==> config.mk <==
export PLATFORM = sky130hd
export DESIGN_NAME = ofmap_sram_ctrl_flat
export DESIGN_NICKNAME = d
export VERILOG_FILES = /design/src/rtl/ofmap_sram_ctrl_if.sv /design/src/rtl/ofmap_sram_ctrl.sv /design/src/flat_wrapper.sv
export SDC_FILE = /design/constraint.sdc
export NUM_CORES = 1
export LEC_CHECK = 0
export ABC_AREA = 0
export BUFFER_PORTS_ARGS = -buffer_cell sky130_fd_sc_hd__buf_2
export CORE_ASPECT_RATIO = 0.75
export CORE_MARGIN = 2
export CORE_UTILIZATION = 53
export DETAILED_ROUTE_END_ITERATION = 10
export PLACE_DENSITY_LB_ADDON = 0.3
export RECOVER_POWER = 100
export SLEW_MARGIN = 5
export SYNTH_ARGS = -nofsm -noshare
export SYNTH_HDL_FRONTEND = slang
export SYNTH_SLANG_ARGS = --single-unit
==> constraint.sdc <==
create_clock -name clk -period 3.4 [get_ports clk]
set_input_delay 0.17 -clock clk [delete_from_list [all_inputs] [get_ports clk]]
set_output_delay 0.17 -clock clk [all_outputs]
set_load 0.01 [all_outputs]
==> src/rtl/ofmap_sram_ctrl_if.sv <==
// Bundle of the OFmap SRAM controller's handshakes and SRAM port.
// The master modport is the controller's view; slave is the environment's view.
interface ofmap_sram_ctrl_if #(
  parameter int NOD    = 8,
  parameter int DBITS  = 8,
  parameter int OABITS = 13
) ();
  localparam int W = NOD * DBITS;

  logic              wr_valid;
  logic              wr_ready;
  logic [OABITS-1:0] wr_addr;
  logic [W-1:0]      wr_data;

  logic              drain_start;
  logic [OABITS-1:0] drain_base;
  logic [OABITS:0]   drain_len;
  logic              drain_busy;
  logic              drain_done;

  logic              m_valid;
  logic              m_ready;
  logic [W-1:0]      m_data;
  logic              m_last;

  logic              en_ofmap;
  logic              wea_ofmap;
  logic [OABITS-1:0] addr_ofmap;
  logic [W-1:0]      din_ofmap;
  logic [W-1:0]      dout_ofmap;

  modport master (
    input  wr_valid, wr_addr, wr_data,
    input  drain_start, drain_base, drain_len,
    input  m_ready, dout_ofmap,
    output wr_ready, drain_busy, drain_done,
    output m_valid, m_data, m_last,
    output en_ofmap, wea_ofmap, addr_ofmap, din_ofmap
  );

  modport slave (
    output wr_valid, wr_addr, wr_data,
    output drain_start, drain_base, drain_len,
    output m_ready, dout_ofmap,
    input  wr_ready, drain_busy, drain_done,
    input  m_valid, m_data, m_last,
    input  en_ofmap, wea_ofmap, addr_ofmap, din_ofmap
  );
endinterface

==> src/rtl/ofmap_sram_ctrl.sv <==
// Single-port OFmap SRAM arbiter: PE writeback vs. a sequential drain engine
// that streams a range out through a credit-controlled output FIFO.
module ofmap_sram_ctrl #(
  parameter int NOD         = 8,
  parameter int DBITS       = 8,
  parameter int OABITS      = 13,
  parameter int RDLAT       = 1,
  parameter int OFIFO_DEPTH = 4
) (
  input  logic              clk,
  input  logic              reset,
  ofmap_sram_ctrl_if.master bus
);
  localparam int W  = NOD * DBITS;
  localparam int CW = $clog2(OFIFO_DEPTH + 1);
  localparam int PW = (OFIFO_DEPTH > 1) ? $clog2(OFIFO_DEPTH) : 1;
  localparam logic [CW:0]     CREDITS   = (CW+1)'(OFIFO_DEPTH);
  localparam logic [PW-1:0]   LAST_SLOT = PW'(OFIFO_DEPTH - 1);
  localparam logic [OABITS:0] LEFT_ONE  = (OABITS+1)'(1);

  typedef enum logic [1:0] {IDLE, DRAIN, FLUSH, DONE} state_t;

  state_t            state, state_nxt;
  logic [OABITS-1:0] rd_addr;
  logic [OABITS:0]   rd_left;
  logic              rr_rd_last;
  logic [RDLAT-1:0]  pipe_v;
  logic [RDLAT-1:0]  pipe_last;
  logic [CW-1:0]     inflight;
  logic [CW-1:0]     fifo_count;
  logic [PW-1:0]     wr_ptr;
  logic [PW-1:0]     rd_ptr;
  logic [W:0]        fifo_mem [OFIFO_DEPTH];

  logic rd_elig;
  logic rd_issue;
  logic wr_fire;
  logic pipe_exit;
  logic fifo_nonempty;
  logic fifo_pop;
  logic drain_load;

  function automatic logic [PW-1:0] ptr_inc(input logic [PW-1:0] p);
    return (p == LAST_SLOT) ? '0 : p + 1'b1;
  endfunction

  // A read needs a guaranteed FIFO slot: in-flight reads plus stored words stay below depth.
  assign rd_elig = (state == DRAIN) && (rd_left != '0) &&
                   (({1'b0, inflight} + {1'b0, fifo_count}) < CREDITS);

  // On a contested cycle the side that lost last time wins, so neither waits twice.
  assign wr_fire  = bus.wr_valid && (!rd_elig || rr_rd_last);
  assign rd_issue = rd_elig && (!bus.wr_valid || !rr_rd_last);

  assign pipe_exit     = pipe_v[RDLAT-1];
  assign fifo_nonempty = (fifo_count != '0);
  assign fifo_pop      = fifo_nonempty && bus.m_ready;
  assign drain_load    = (state == IDLE) && bus.drain_start && (bus.drain_len != '0);

  assign bus.wr_ready   = wr_fire;
  assign bus.en_ofmap   = wr_fire | rd_issue;
  assign bus.wea_ofmap  = wr_fire;
  assign bus.addr_ofmap = wr_fire ? bus.wr_addr : rd_addr;
  assign bus.din_ofmap  = wr_fire ? bus.wr_data : '0;

  assign bus.drain_busy = (state == DRAIN) || (state == FLUSH);
  assign bus.drain_done = (state == DONE);

  assign bus.m_valid = fifo_nonempty;
  assign bus.m_data  = fifo_nonempty ? fifo_mem[rd_ptr][W-1:0] : '0;
  assign bus.m_last  = fifo_nonempty && fifo_mem[rd_ptr][W];

  always_ff @(posedge clk or negedge reset) begin
    if (!reset) begin
      state <= IDLE;
    end else begin
      state <= state_nxt;
    end
  end

  always_comb begin
    state_nxt = state;
    unique case (state)
      IDLE: begin
        if (bus.drain_start) begin
          state_nxt = (bus.drain_len == '0) ? DONE : DRAIN;
        end
      end
      DRAIN: begin
        if (rd_issue && (rd_left == LEFT_ONE)) begin
          state_nxt = FLUSH;
        end
      end
      FLUSH: begin
        if ((inflight == '0) && (fifo_count == '0)) begin
          state_nxt = DONE;
        end
      end
      DONE:    state_nxt = IDLE;
      default: state_nxt = IDLE;
    endcase
  end

  always_ff @(posedge clk or negedge reset) begin
    if (!reset) begin
      rd_addr <= '0;
      rd_left <= '0;
    end else if (drain_load) begin
      rd_addr <= bus.drain_base;
      rd_left <= bus.drain_len;
    end else if (rd_issue) begin
      rd_addr <= rd_addr + 1'b1;
      rd_left <= rd_left - 1'b1;
    end
  end

  always_ff @(posedge clk or negedge reset) begin
    if (!reset) begin
      rr_rd_last <= 1'b0;
    end else if (bus.wr_valid && rd_elig) begin
      rr_rd_last <= rd_issue;
    end
  end

  // Issue tags ride alongside the SRAM latency so dout is captured on the exact cycle it is valid.
  always_ff @(posedge clk or negedge reset) begin
    if (!reset) begin
      pipe_v    <= '0;
      pipe_last <= '0;
      inflight  <= '0;
    end else begin
      pipe_v[0]    <= rd_issue;
      pipe_last[0] <= rd_issue && (rd_left == LEFT_ONE);
      for (int i = 1; i < RDLAT; i++) begin
        pipe_v[i]    <= pipe_v[i-1];
        pipe_last[i] <= pipe_last[i-1];
      end
      inflight <= inflight + CW'(rd_issue) - CW'(pipe_exit);
    end
  end

  always_ff @(posedge clk or negedge reset) begin
    if (!reset) begin
      wr_ptr     <= '0;
      rd_ptr     <= '0;
      fifo_count <= '0;
    end else begin
      if (pipe_exit) begin
        wr_ptr <= ptr_inc(wr_ptr);
      end
      if (fifo_pop) begin
        rd_ptr <= ptr_inc(rd_ptr);
      end
      fifo_count <= fifo_count + CW'(pipe_exit) - CW'(fifo_pop);
    end
  end

  always_ff @(posedge clk) begin
    if (pipe_exit) begin
      fifo_mem[wr_ptr] <= {pipe_last[RDLAT-1], bus.dout_ofmap};
    end
  end
endmodule

==> src/flat_wrapper.sv <==
// flat-port wrapper written by rule: the top's interface ports become plain ports
module ofmap_sram_ctrl_flat 
#(
  parameter int NOD         = 8,
  parameter int DBITS       = 8,
  parameter int OABITS      = 13,
  parameter int RDLAT       = 1,
  parameter int OFIFO_DEPTH = 4
)
  (clk, reset, bus_wr_valid, bus_wr_addr, bus_wr_data, bus_drain_start, bus_drain_base, bus_drain_len, bus_m_ready, bus_dout_ofmap, bus_wr_ready, bus_drain_busy, bus_drain_done, bus_m_valid, bus_m_data, bus_m_last, bus_en_ofmap, bus_wea_ofmap, bus_addr_ofmap, bus_din_ofmap);
  ofmap_sram_ctrl_if #(.NOD(NOD), .DBITS(DBITS), .OABITS(OABITS)) bus_i ();
  input  logic clk;
  input  logic reset;
  input wire logic [$bits(bus_i.wr_valid)-1:0] bus_wr_valid;
  input wire logic [$bits(bus_i.wr_addr)-1:0] bus_wr_addr;
  input wire logic [$bits(bus_i.wr_data)-1:0] bus_wr_data;
  input wire logic [$bits(bus_i.drain_start)-1:0] bus_drain_start;
  input wire logic [$bits(bus_i.drain_base)-1:0] bus_drain_base;
  input wire logic [$bits(bus_i.drain_len)-1:0] bus_drain_len;
  input wire logic [$bits(bus_i.m_ready)-1:0] bus_m_ready;
  input wire logic [$bits(bus_i.dout_ofmap)-1:0] bus_dout_ofmap;
  output wire logic [$bits(bus_i.wr_ready)-1:0] bus_wr_ready;
  output wire logic [$bits(bus_i.drain_busy)-1:0] bus_drain_busy;
  output wire logic [$bits(bus_i.drain_done)-1:0] bus_drain_done;
  output wire logic [$bits(bus_i.m_valid)-1:0] bus_m_valid;
  output wire logic [$bits(bus_i.m_data)-1:0] bus_m_data;
  output wire logic [$bits(bus_i.m_last)-1:0] bus_m_last;
  output wire logic [$bits(bus_i.en_ofmap)-1:0] bus_en_ofmap;
  output wire logic [$bits(bus_i.wea_ofmap)-1:0] bus_wea_ofmap;
  output wire logic [$bits(bus_i.addr_ofmap)-1:0] bus_addr_ofmap;
  output wire logic [$bits(bus_i.din_ofmap)-1:0] bus_din_ofmap;
  assign bus_i.wr_valid = bus_wr_valid;
  assign bus_i.wr_addr = bus_wr_addr;
  assign bus_i.wr_data = bus_wr_data;
  assign bus_i.drain_start = bus_drain_start;
  assign bus_i.drain_base = bus_drain_base;
  assign bus_i.drain_len = bus_drain_len;
  assign bus_i.m_ready = bus_m_ready;
  assign bus_i.dout_ofmap = bus_dout_ofmap;
  assign bus_wr_ready = bus_i.wr_ready;
  assign bus_drain_busy = bus_i.drain_busy;
  assign bus_drain_done = bus_i.drain_done;
  assign bus_m_valid = bus_i.m_valid;
  assign bus_m_data = bus_i.m_data;
  assign bus_m_last = bus_i.m_last;
  assign bus_en_ofmap = bus_i.en_ofmap;
  assign bus_wea_ofmap = bus_i.wea_ofmap;
  assign bus_addr_ofmap = bus_i.addr_ofmap;
  assign bus_din_ofmap = bus_i.din_ofmap;
  ofmap_sram_ctrl #(.NOD(NOD), .DBITS(DBITS), .OABITS(OABITS), .RDLAT(RDLAT), .OFIFO_DEPTH(OFIFO_DEPTH)) u_core (.clk(clk), .reset(reset), .bus(bus_i));
endmodule
# Word level (Yosys, flattened, before mapping)
# Memories as Yosys holds them, arrays and structs flattened.
# Cells that the tools add are included.
dict set report classes {
  n_reduce_logical 26
  bitwise_logic 1
  mux 16
  n_addsub 9
  shifts 0
  div 0
  mul 0
  eq_ne 9
  magnitude_cmp 1
}
# op n
set op_table {}
lappend op_table {{64-bit 2-to-1 mux} 2}
lappend op_table {{13-bit 2-to-1 mux} 3}
lappend op_table {{14-bit 2-to-1 mux} 2}
lappend op_table {{14-bit nonzero test} 2}
lappend op_table {{14-bit by 1-bit equality test with 1-bit output, second input constant} 1}
lappend op_table {{14-bit zero test} 1}
lappend op_table {{14-bit by 1-bit subtractor with 14-bit output, second input constant} 1}
lappend op_table {{13-bit by 1-bit adder with 13-bit output, second input constant} 1}
lappend op_table {{2-bit 2-to-1 mux} 6}
lappend op_table {{1-bit logical AND} 11}
lappend op_table {{2-bit equality test, second input constant} 4}
lappend op_table {{2-bit one-hot mux with 4 select lines} 1}
lappend op_table {{3-bit by 1-bit adder with 3-bit output} 2}
lappend op_table {{3-bit zero test} 2}
lappend op_table {{2-bit inequality test, second input constant} 3}
lappend op_table {{3-bit by 1-bit subtractor with 3-bit output} 2}
lappend op_table {{2-bit by 1-bit adder with 2-bit output, second input constant} 2}
lappend op_table {{3-bit by 3-bit adder with 4-bit output} 1}
lappend op_table {{4-bit by 3-bit < comparator with 1-bit output, second input constant} 1}
lappend op_table {{1-bit zero test} 3}
lappend op_table {{1-bit logical OR} 3}
lappend op_table {{3-bit AND reduction} 1}
lappend op_table {{3-bit nonzero test} 1}
lappend op_table {{2-bit by 1-bit equality test with 1-bit output, second input constant} 1}
lappend op_table {{other kinds (4)} 5}
dict set report totals {
  output_inout_bits 148
  mem_bits_ro 0
  regBits 42
  mem_bits_rw 260
  latchBits 0
  elab_cells 73
  mem_count 1
}
# name words word_bits read_ports rd_ports_with_merged_regs wr line_no
set mem_list {}
lappend mem_list {u_core.fifo_mem 4 65 1 0 1 ofmap_sram_ctrl.sv:33} ;# logic [W:0] fifo_mem [OFIFO_DEPTH];

# Longest topological paths before layout
# Gate-level depths: netlist of the first run.
dict set report depth {
  ltp_word 7
  mapped_depth 10
  mapped_depth_nobuf 8
}

# Worst setup path after synthesis of the first run
# No wires, ideal clock.
dict set report synth_path {
  path_kind {reg2reg}
  from {register u_core.wr_ptr[0]}
  to {memory u_core.fifo_mem[2][0] (netlist name) (enable)}
  n_path_buf 0
  setup_slack_ns 0.819
  t_required_ns 2.970
  t_arrival_ns 2.151
  path_stages_with_launch 4
  cell_sequence {dfrtp_1 > inv_1 > ha_1 > and2_1}
}
# item line_no
set synth_rtl {}
lappend synth_rtl {{start, declared} ofmap_sram_ctrl.sv:31} ;# logic [PW-1:0] wr_ptr;
lappend synth_rtl {{start signal, assigned} ofmap_sram_ctrl.sv:149} ;# wr_ptr <= ptr_inc(wr_ptr);
lappend synth_rtl {{end, declared} ofmap_sram_ctrl.sv:33}
# No word-level cell before the write port.

# Worst setup path after layout of the first run
dict set report layout_path {
  from {register u_core.rd_left[8]}
  to {output port bus_addr_ofmap[9]}
}
dict set report layout_between {
  elab_chain_cells 7
}
# item line_no
set layout_rtl {}
lappend layout_rtl {{start, declared} ofmap_sram_ctrl.sv:25} ;# logic [OABITS:0] rd_left;
lappend layout_rtl {{start signal, assigned} ofmap_sram_ctrl.sv:110} ;# rd_left <= bus.drain_len;
lappend layout_rtl {{start signal, assigned} ofmap_sram_ctrl.sv:113} ;# rd_left <= rd_left - 1'b1;
lappend layout_rtl {{14-bit nonzero test} ofmap_sram_ctrl.sv:48} ;# assign rd_elig = (state == DRAIN) && (rd_left != '0) &&
lappend layout_rtl {{1-bit logical AND (2 in series)} ofmap_sram_ctrl.sv:48}
lappend layout_rtl {{1-bit zero test} ofmap_sram_ctrl.sv:52} ;# assign wr_fire = bus.wr_valid && (!rd_elig || rr_rd_last);
lappend layout_rtl {{1-bit logical OR} ofmap_sram_ctrl.sv:52}
lappend layout_rtl {{1-bit logical AND} ofmap_sram_ctrl.sv:52}
lappend layout_rtl {{13-bit 2-to-1 mux} ofmap_sram_ctrl.sv:63} ;# assign bus.addr_ofmap = wr_fire ? bus.wr_addr : rd_addr;
lappend layout_rtl {{end, declared} flat_wrapper.sv:30} ;# output wire logic [$bits(bus_i.addr_ofmap)-1:0] bus_addr_ofmap;
# Every way passes these cells.

==> results of run 1 <==
-- layout make-up --
type,instances,area share
clock buffers,29,0.0427
clock inverters,22,0.00919
inverters,18,0.00410
multi-input cells,405,0.232
flip-flops and latches,302,0.538
well taps,331,0.0251
repair buffers,424,0.149
-- cell families after synthesis --
group                      after synthesis  synth area share
xor gates and xnor gates                30            0.0203
AOI/OAI and AO/OA                       36            0.0160
adders and majority gates               21            0.0215
muxes                                   84             0.129
buffers and inverters                   59            0.0199
DFF                                    302             0.685
and+or+nand+nor                        234             0.108
-- layer usage --
layer | share of wire | vias up
li1 | - | 3728
met1 | 0.46 | 3978
met2 | 0.47 | 217
met3 | 0.055 | 39
met4 | 0.015 | 0
met5 | 0 | -
-- power groups by stage --
stage	sequential [mW]	clock (mW)	combinational, mW
floorplan	4.94	0	3.12
global placement	5.16	0	4.47
detailed placement	5.17	0	4.52
CTS	5.10	2.96	4.63
global route	5.18	3.09	4.85
finish	5.10	2.90	4.41
-- critical path, stage by stage (launching register included) --
cell      delay, ns
dfrtp_1        0.42
or4_1          0.65
nor4_4         0.35
nor2_2         0.10
nor2b_4        0.11
buf_6          0.32
mux2_2         0.39
clkbuf_1       0.14
-- path summary, 6_finish.rpt --
check,startpoint,to,slack [ns],cells after the start
max in group asynchronous,reset,u_core.rd_ptr[1],0.83,2
hold / removal,bus_drain_start,u_core.state[1],0.14,4
hold reg to reg,u_core.pipe_last,u_core.fifo_mem[2][64],0.50,0
min in group asynchronous,reset,u_core.rd_addr[12],0.89,2
setup reg to reg,u_core.state[1],u_core.state[0],0.66,7
setup / recovery,u_core.rd_left[8],bus_addr_ofmap[9],0.18,7
-- metrics by stage --
step,cell area [sq um],power (mW)
6_report,16500,12.4
5_1_grt,16500,13.1
4_1_cts,16700,12.7
3_5_place_dp,14900,9.69
3_3_place_gp,14900,9.63
2_1_floorplan,12900,8.07
-- flip-flops by register name (all words and copies together), names as in the netlist --
name,flops
u_core.pipe_exit,1
u_core.pipe_last,1
u_core.rd_left,14
u_core.rr_rd_last,1
u_core.rd_addr,13
u_core.fifo_mem,260
u_core.wr_ptr,2
u_core.state,2
u_core.fifo_count,3
u_core.rd_ptr,2
u_core.inflight,3
-- placed cells by master (no fill, tap or decap), drive strengths merged, types with 2 or more instances in the layout --
master / n
mux2: 15
clkinvlp: 2
or2: 5
fa: 2
clkbuf: 179
nand3: 6
xnor2: 28
nor4b: 4
a21oi: 27
mux4: 65
mux2i: 4
or4: 3
clkinv: 18
ha: 19
nand2: 9
buf: 180
and2: 133
dlygate4sd3: 94
or3: 2
nor4: 12
o21ai: 3
inv: 19
nor3b: 4
nor2: 35
nand4: 3
xor2: 2
nor3: 10
edfxtp: 260
dfrtp: 42
-- Yosys cell counts (all sizes together), types with 2 or more instances --
cell    number
nor2        35
or4          3
buf         13
fa           2
mux2        15
and2       133
mux4        65
xnor2       28
xor2         2
or3          2
clkbuf      28
o21ai        3
inv         18
nand3        6
nor3b        4
a21oi       27
edfxtp     260
mux2i        4
nand4        3
nor4        12
nor3        10
nor4b        4
ha          19
or2          5
nand2        9
dfrtp       42
-- repair_timing --
action                                  in CTS  in global routing
hold buffers                                94                  0
resized for setup                            0                  1
endpoints found under the hold margin      327                  0
endpoints found under the setup margin       0                 31
==> impl_summary.log, run 1 <==
INFO  metric power_frac_clock = 0.234
INFO  metric synth-seq-area-share = 0.685
INFO  metric clock-root-buffer = clkbuf_16
INFO  metric hpwl = 18000 um
INFO  metric cts_tree = built
INFO  metric worst_case_hold_slack = 0.142 ns
INFO  metric grt-ovfl-total = 0
INFO  metric syn-instance-count = 766
INFO  metric power_switching_share = 0.327
INFO  metric endpoint_kind = output port
INFO  metric worst_skew_pair.late_latency = 0.54 ns
INFO  metric cts.repair_timing.setup_buffer_count = 0
INFO  metric h-tree-depth = 1
INFO  metric synth_edf_count = 260
INFO  metric regArea = 0.00886 sq mm
INFO  metric drt.antenna.violating_nets = 0
INFO  metric drt_pass1_iterations = 5
INFO  metric p_int = 8.35 mW
INFO  metric drcViolationCount = 0
INFO  metric ys_top_cells_by_area = edfxtp_1 60%, mux4_2 11%, dfrtp_1 8.1%
INFO  metric synth_ff_type = edfxtp_1
INFO  metric grtUsageMet3 = 0.0379
INFO  metric cp_data_required_time = 3.23 ns
INFO  metric final.fill_count = 1648
INFO  metric syn2layout_area_growth = 27.5%
INFO  metric fin_crit_sh = 0.946
INFO  metric grt_usage = 0.226
INFO  metric critical_path_peak_fanout = 62
INFO  metric initial_core_util = 0.539
INFO  metric multiInputGateArea = 0.00382 sq mm
INFO  metric criticalPathCategory = flip-flop to output port
INFO  metric antenna_violations_before_repair = 1
INFO  metric vias_per_cell = 5.20
INFO  metric violations = capacitance limit, slew limit
INFO  metric max_clock_freq = 0.311 GHz
INFO  metric top_usage_layer = met2
INFO  metric ir_worst_vdd = 0.515 mV
INFO  metric final_layout_size_suffix_gt1_frac = 0.279
INFO  metric worst-slew-pin-transition = 2.37 ns
INFO  metric yosysWarnings = 0
INFO  metric synth_async_sr_flop_share = 0.139
INFO  metric clock_tree.buffer_depth = 3
INFO  metric first_global_vias = 8231
INFO  metric syn-cell-area = 0.0129 sq mm
INFO  metric hold_path.class = input port to flip-flop
INFO  metric die_h = 139 um
INFO  metric num-nets-final = 1373
INFO  metric maxSlewHeadroom = -0.578
INFO  metric leakagePower = 5.91 nW
INFO  metric tritoncts.num_buffers = 28
INFO  metric synth_top_cell_area_share = 0.604
INFO  metric drv_slew = 307
INFO  metric ys_seq_elements = 302
INFO  metric global_route_wire_length_before_repair = 45000 um
INFO  metric period_minus_slack = 3.22 ns
INFO  metric num_antenna_cells = 0
INFO  metric setup_viol_count_final = 0
INFO  metric finalSetupTns = 0 ns
INFO  metric synth_unique_cells = 47
INFO  metric dpl.cell_count = 1386
INFO  metric utilization = 0.687
INFO  metric combinationalPowerShare = 0.356
INFO  metric finalHoldViolCount = 0
INFO  metric floorplan.io_pins = 321
INFO  metric dr_total_vias = 7962
INFO  metric clk_pin_slew = 0.07 ns
INFO  metric post_synth.cell_area_avg = 16.9 sq um
INFO  metric grt_max_degree = 66
INFO  metric clock-sinks = 302
INFO  metric postLayoutSetupSlackWorst = 0.182 ns
INFO  metric syn-num-nets = 960
INFO  metric setup_repair_after_global_routing_missed_its_margin = false
INFO  metric die_area = 0.0257 sq mm
INFO  metric cellPowerDensity = 753 mW/mm^2
INFO  metric grt.met1_usage = 0.343
INFO  metric run_status = finished with violations
INFO  metric fin_worst_skew = 0.00972 ns
INFO  metric io_buffer_count = 320
INFO  metric dp_worst_setup_slack = 0.664 ns
INFO  metric post-synth-top-area-cell = edfxtp_1
INFO  metric grt_util_met2 = 0.351
INFO  metric placeableCoreArea = 0.0240 sq mm
INFO  metric worstSetupStartpointType = flip-flop
INFO  metric cp_data_arrival_time = 3.05 ns
INFO  metric pwr-share-seq = 0.411
INFO  metric net-switching-power = 4.06 mW
INFO  metric totalWireLength = 28600 um
INFO  metric num_rows = 49
INFO  metric cap_viol_max_count = 5
INFO  metric place.gp.congestion = 0.825
INFO  metric drt_iter0_markers = 484
INFO  metric final_cell_count_no_fill = 1531
INFO  metric fp.dieW = 184 um
INFO  metric routed_wire_length_per_instance = 18.7 um
Note: power is estimated with default switching activity, not from simulation.
==> run 2: changes to the inputs <==
--- a/config.mk
+++ b/config.mk
@@ -9,7 +9,8 @@
 export BUFFER_PORTS_ARGS = -buffer_cell sky130_fd_sc_hd__buf_2
 export CORE_ASPECT_RATIO = 0.75
 export CORE_MARGIN = 2
-export CORE_UTILIZATION = 53
+export CORE_UTILIZATION = 55
+export CTS_BUF_LIST = sky130_fd_sc_hd__clkbuf_4 sky130_fd_sc_hd__clkbuf_8
 export DETAILED_ROUTE_END_ITERATION = 10
 export PLACE_DENSITY_LB_ADDON = 0.3
 export RECOVER_POWER = 100
==> run 2 against run 1 <==
Against the previous run: the run still ends with capacitance limit, slew limit left; hold slack got worse by 0.094 ns; setup slack better by 0.022 ns; first-iteration DRC count increased by 26%; core utilization increased by 2.7 points; largest cell class unchanged; largest power group unchanged.
==> impl_summary.log, run 2 (synthesis results as in run 1) <==
INFO  metric run_status = finished with violations
INFO  metric violations = capacitance limit, slew limit
INFO  metric final_cell_count_no_fill = 1536
INFO  metric setup_repair_after_global_routing_missed_its_margin = false
INFO  metric dr_total_vias = 8177
INFO  metric worstSetupStartpointType = flip-flop
INFO  metric finalSetupTns = 0 ns
INFO  metric largest_register_ff_count = 260
INFO  metric io_buffer_count = 320
INFO  metric clk_pin_slew = 0.06 ns
INFO  metric top_regs = u_core.fifo_mem: 260 flops, u_core.rd_left: 14 flops, u_core.rd_addr: 13 flops
INFO  metric initial_core_util = 0.561
INFO  metric dpl.cell_count = 1356
INFO  metric die_area = 0.0248 sq mm
INFO  metric max_flop_register = u_core.fifo_mem
INFO  metric fin_crit_sh = 0.940
INFO  metric final.fill_count = 1551
INFO  metric clock-root-buffer = clkbuf_8
INFO  metric final_layout_size_suffix_gt1_frac = 0.285
INFO  metric total_power = 12.4 mW
INFO  metric criticalPathCategory = flip-flop to output port
INFO  metric cp_data_arrival_time = 3.03 ns
INFO  metric clock-sinks = 302
INFO  metric finalHoldViolCount = 0
INFO  metric first_global_vias = 8456
INFO  metric drt_iter0_markers = 611
INFO  metric cts_tree = built
INFO  metric hold_path.class = input port to flip-flop
INFO  metric critical_path.startpoint = u_core.fifo_count[2]
INFO  metric cp_data_required_time = 3.23 ns
INFO  metric placeableCoreArea = 0.0231 sq mm
INFO  metric max_clock_freq = 0.313 GHz
INFO  metric leakagePower = 5.93 nW
INFO  metric layout.cells.most_common_list = 260 x edfxtp_1, 172 x buf_2, 151 x clkbuf_1
INFO  metric die_h = 137 um
INFO  metric worst_skew_pair.late_latency = 0.55 ns
INFO  metric drt.antenna.violating_nets = 0
INFO  metric fin_worst_skew = 0.0349 ns
INFO  metric worst_hold_launch = bus_m_ready
INFO  metric ir_worst_vdd = 0.410 mV
INFO  metric grt_usage = 0.237
INFO  metric grt-ovfl-total = 0
INFO  metric h-tree-depth = 2
INFO  metric place.gp.congestion = 0.850
INFO  metric endpoint_kind = output port
INFO  metric global_route_wire_length_before_repair = 45000 um
INFO  metric fp.dieW = 181 um
INFO  metric syn2layout_area_growth = 27.5%
INFO  metric totalWireLength = 29400 um
INFO  metric num_rows = 48
INFO  metric num_antenna_cells = 0
INFO  metric vias_per_cell = 5.32
INFO  metric routed_wire_length_per_instance = 19.1 um
INFO  metric maxSlewHeadroom = -0.579
INFO  metric num-nets-final = 1393
INFO  metric grt_max_degree = 68
INFO  metric postLayoutSetupSlackWorst = 0.204 ns
INFO  metric period_minus_slack = 3.20 ns
INFO  metric cap_viol_max_count = 6
INFO  metric critical_path_peak_fanout = 16
INFO  metric drt_pass1_iterations = 5
INFO  metric worst_r2r_startpoint = u_core.fifo_count[2]
INFO  metric floorplan.io_pins = 321
INFO  metric tritoncts.num_buffers = 46
INFO  metric cellPowerDensity = 754 mW/mm^2
INFO  metric worst-slew-pin-transition = 2.37 ns
INFO  metric mostFrequentLayoutCell = edfxtp_1
INFO  metric drv_slew = 375
INFO  metric hpwl = 17900 um
INFO  metric drcViolationCount = 0
INFO  metric clock_tree.buffer_depth = 3
INFO  metric dp_worst_setup_slack = 0.536 ns
INFO  metric antenna_violations_before_repair = 0
INFO  metric setup_viol_count_final = 0
[run 2: power breakdown]
group	leakage, nW	total [mW]	switching [mW]	internal [mW]
logic	2.64	4.39	2.20	2.18
registers	2.82	5.24	0.598	4.65
clock network	0.471	2.80	1.32	1.48
[run 2: final timing paths]
path | end | slack, ns | cells after the start
worst min-delay path | u_core.rd_ptr[0] | 0.05 | 3
worst max-delay path | bus_addr_ofmap[0] | 0.20 | 9
max in group asynchronous | u_core.rd_ptr[0] | 0.79 | 2
min in group asynchronous | u_core.rd_addr[7] | 0.90 | 2
worst min register to register | u_core.fifo_mem[1][64] | 0.51 | 0
worst max register to register | u_core.inflight[1] | 0.44 | 8
[run 2: cell type report]
type	instances	area, sq um	area share
tap	300	375	0.0228
clock buffer	64	774	0.0470
multi-input combinational	406	3840	0.233
timing repair buffer	425	2460	0.149
inverter	18	67.6	0.00410
clock inverter	21	97.6	0.00592
sequential	302	8860	0.538
[run 2: through the flow]
| stage | hold slack [ns] | util | area (sq um) |
|---|---|---|---|
| after floorplan | -0.126 | - | 12900 |
| after global routing | 0.0624 | 0.715 | 16500 |
| after detailed placement | 0.388 | 0.644 | 14900 |
| after CTS | 0.0282 | 0.723 | 16700 |
| final | 0.0485 | 0.715 | 16500 |
| after global placement | 0.371 | 0.644 | 14900 |
[run 2: critical path, stage by stage, from the launching register on]
cell and delay (ns):
dfrtp_1 0.41, ha_1 0.33, nor4b_4 0.37, nand3_1 0.12, buf_4 0.20, nor2_2 0.28
nor2b_4 0.08, buf_12 0.16, mux2_1 0.36, buf_2 0.16
[run 2: layer usage]
metal | track usage | up-vias | part of all wire
met4 | 0.0673 | 0 | 0.020
met5 | 0 | - | 0
met1 | 0.317 | 4074 | 0.41
met3 | 0.0434 | 51 | 0.057
li1 | - | 3770 | -
met2 | 0.406 | 282 | 0.51
[run 2: repair_timing]
action,4_1_cts,5_1_grt
endpoints found under the setup margin,58,61
cloned,1,0
gates resized for setup,0,1
endpoints found under the hold margin,326,0
hold buffers,93,0
buffers inserted,0,1
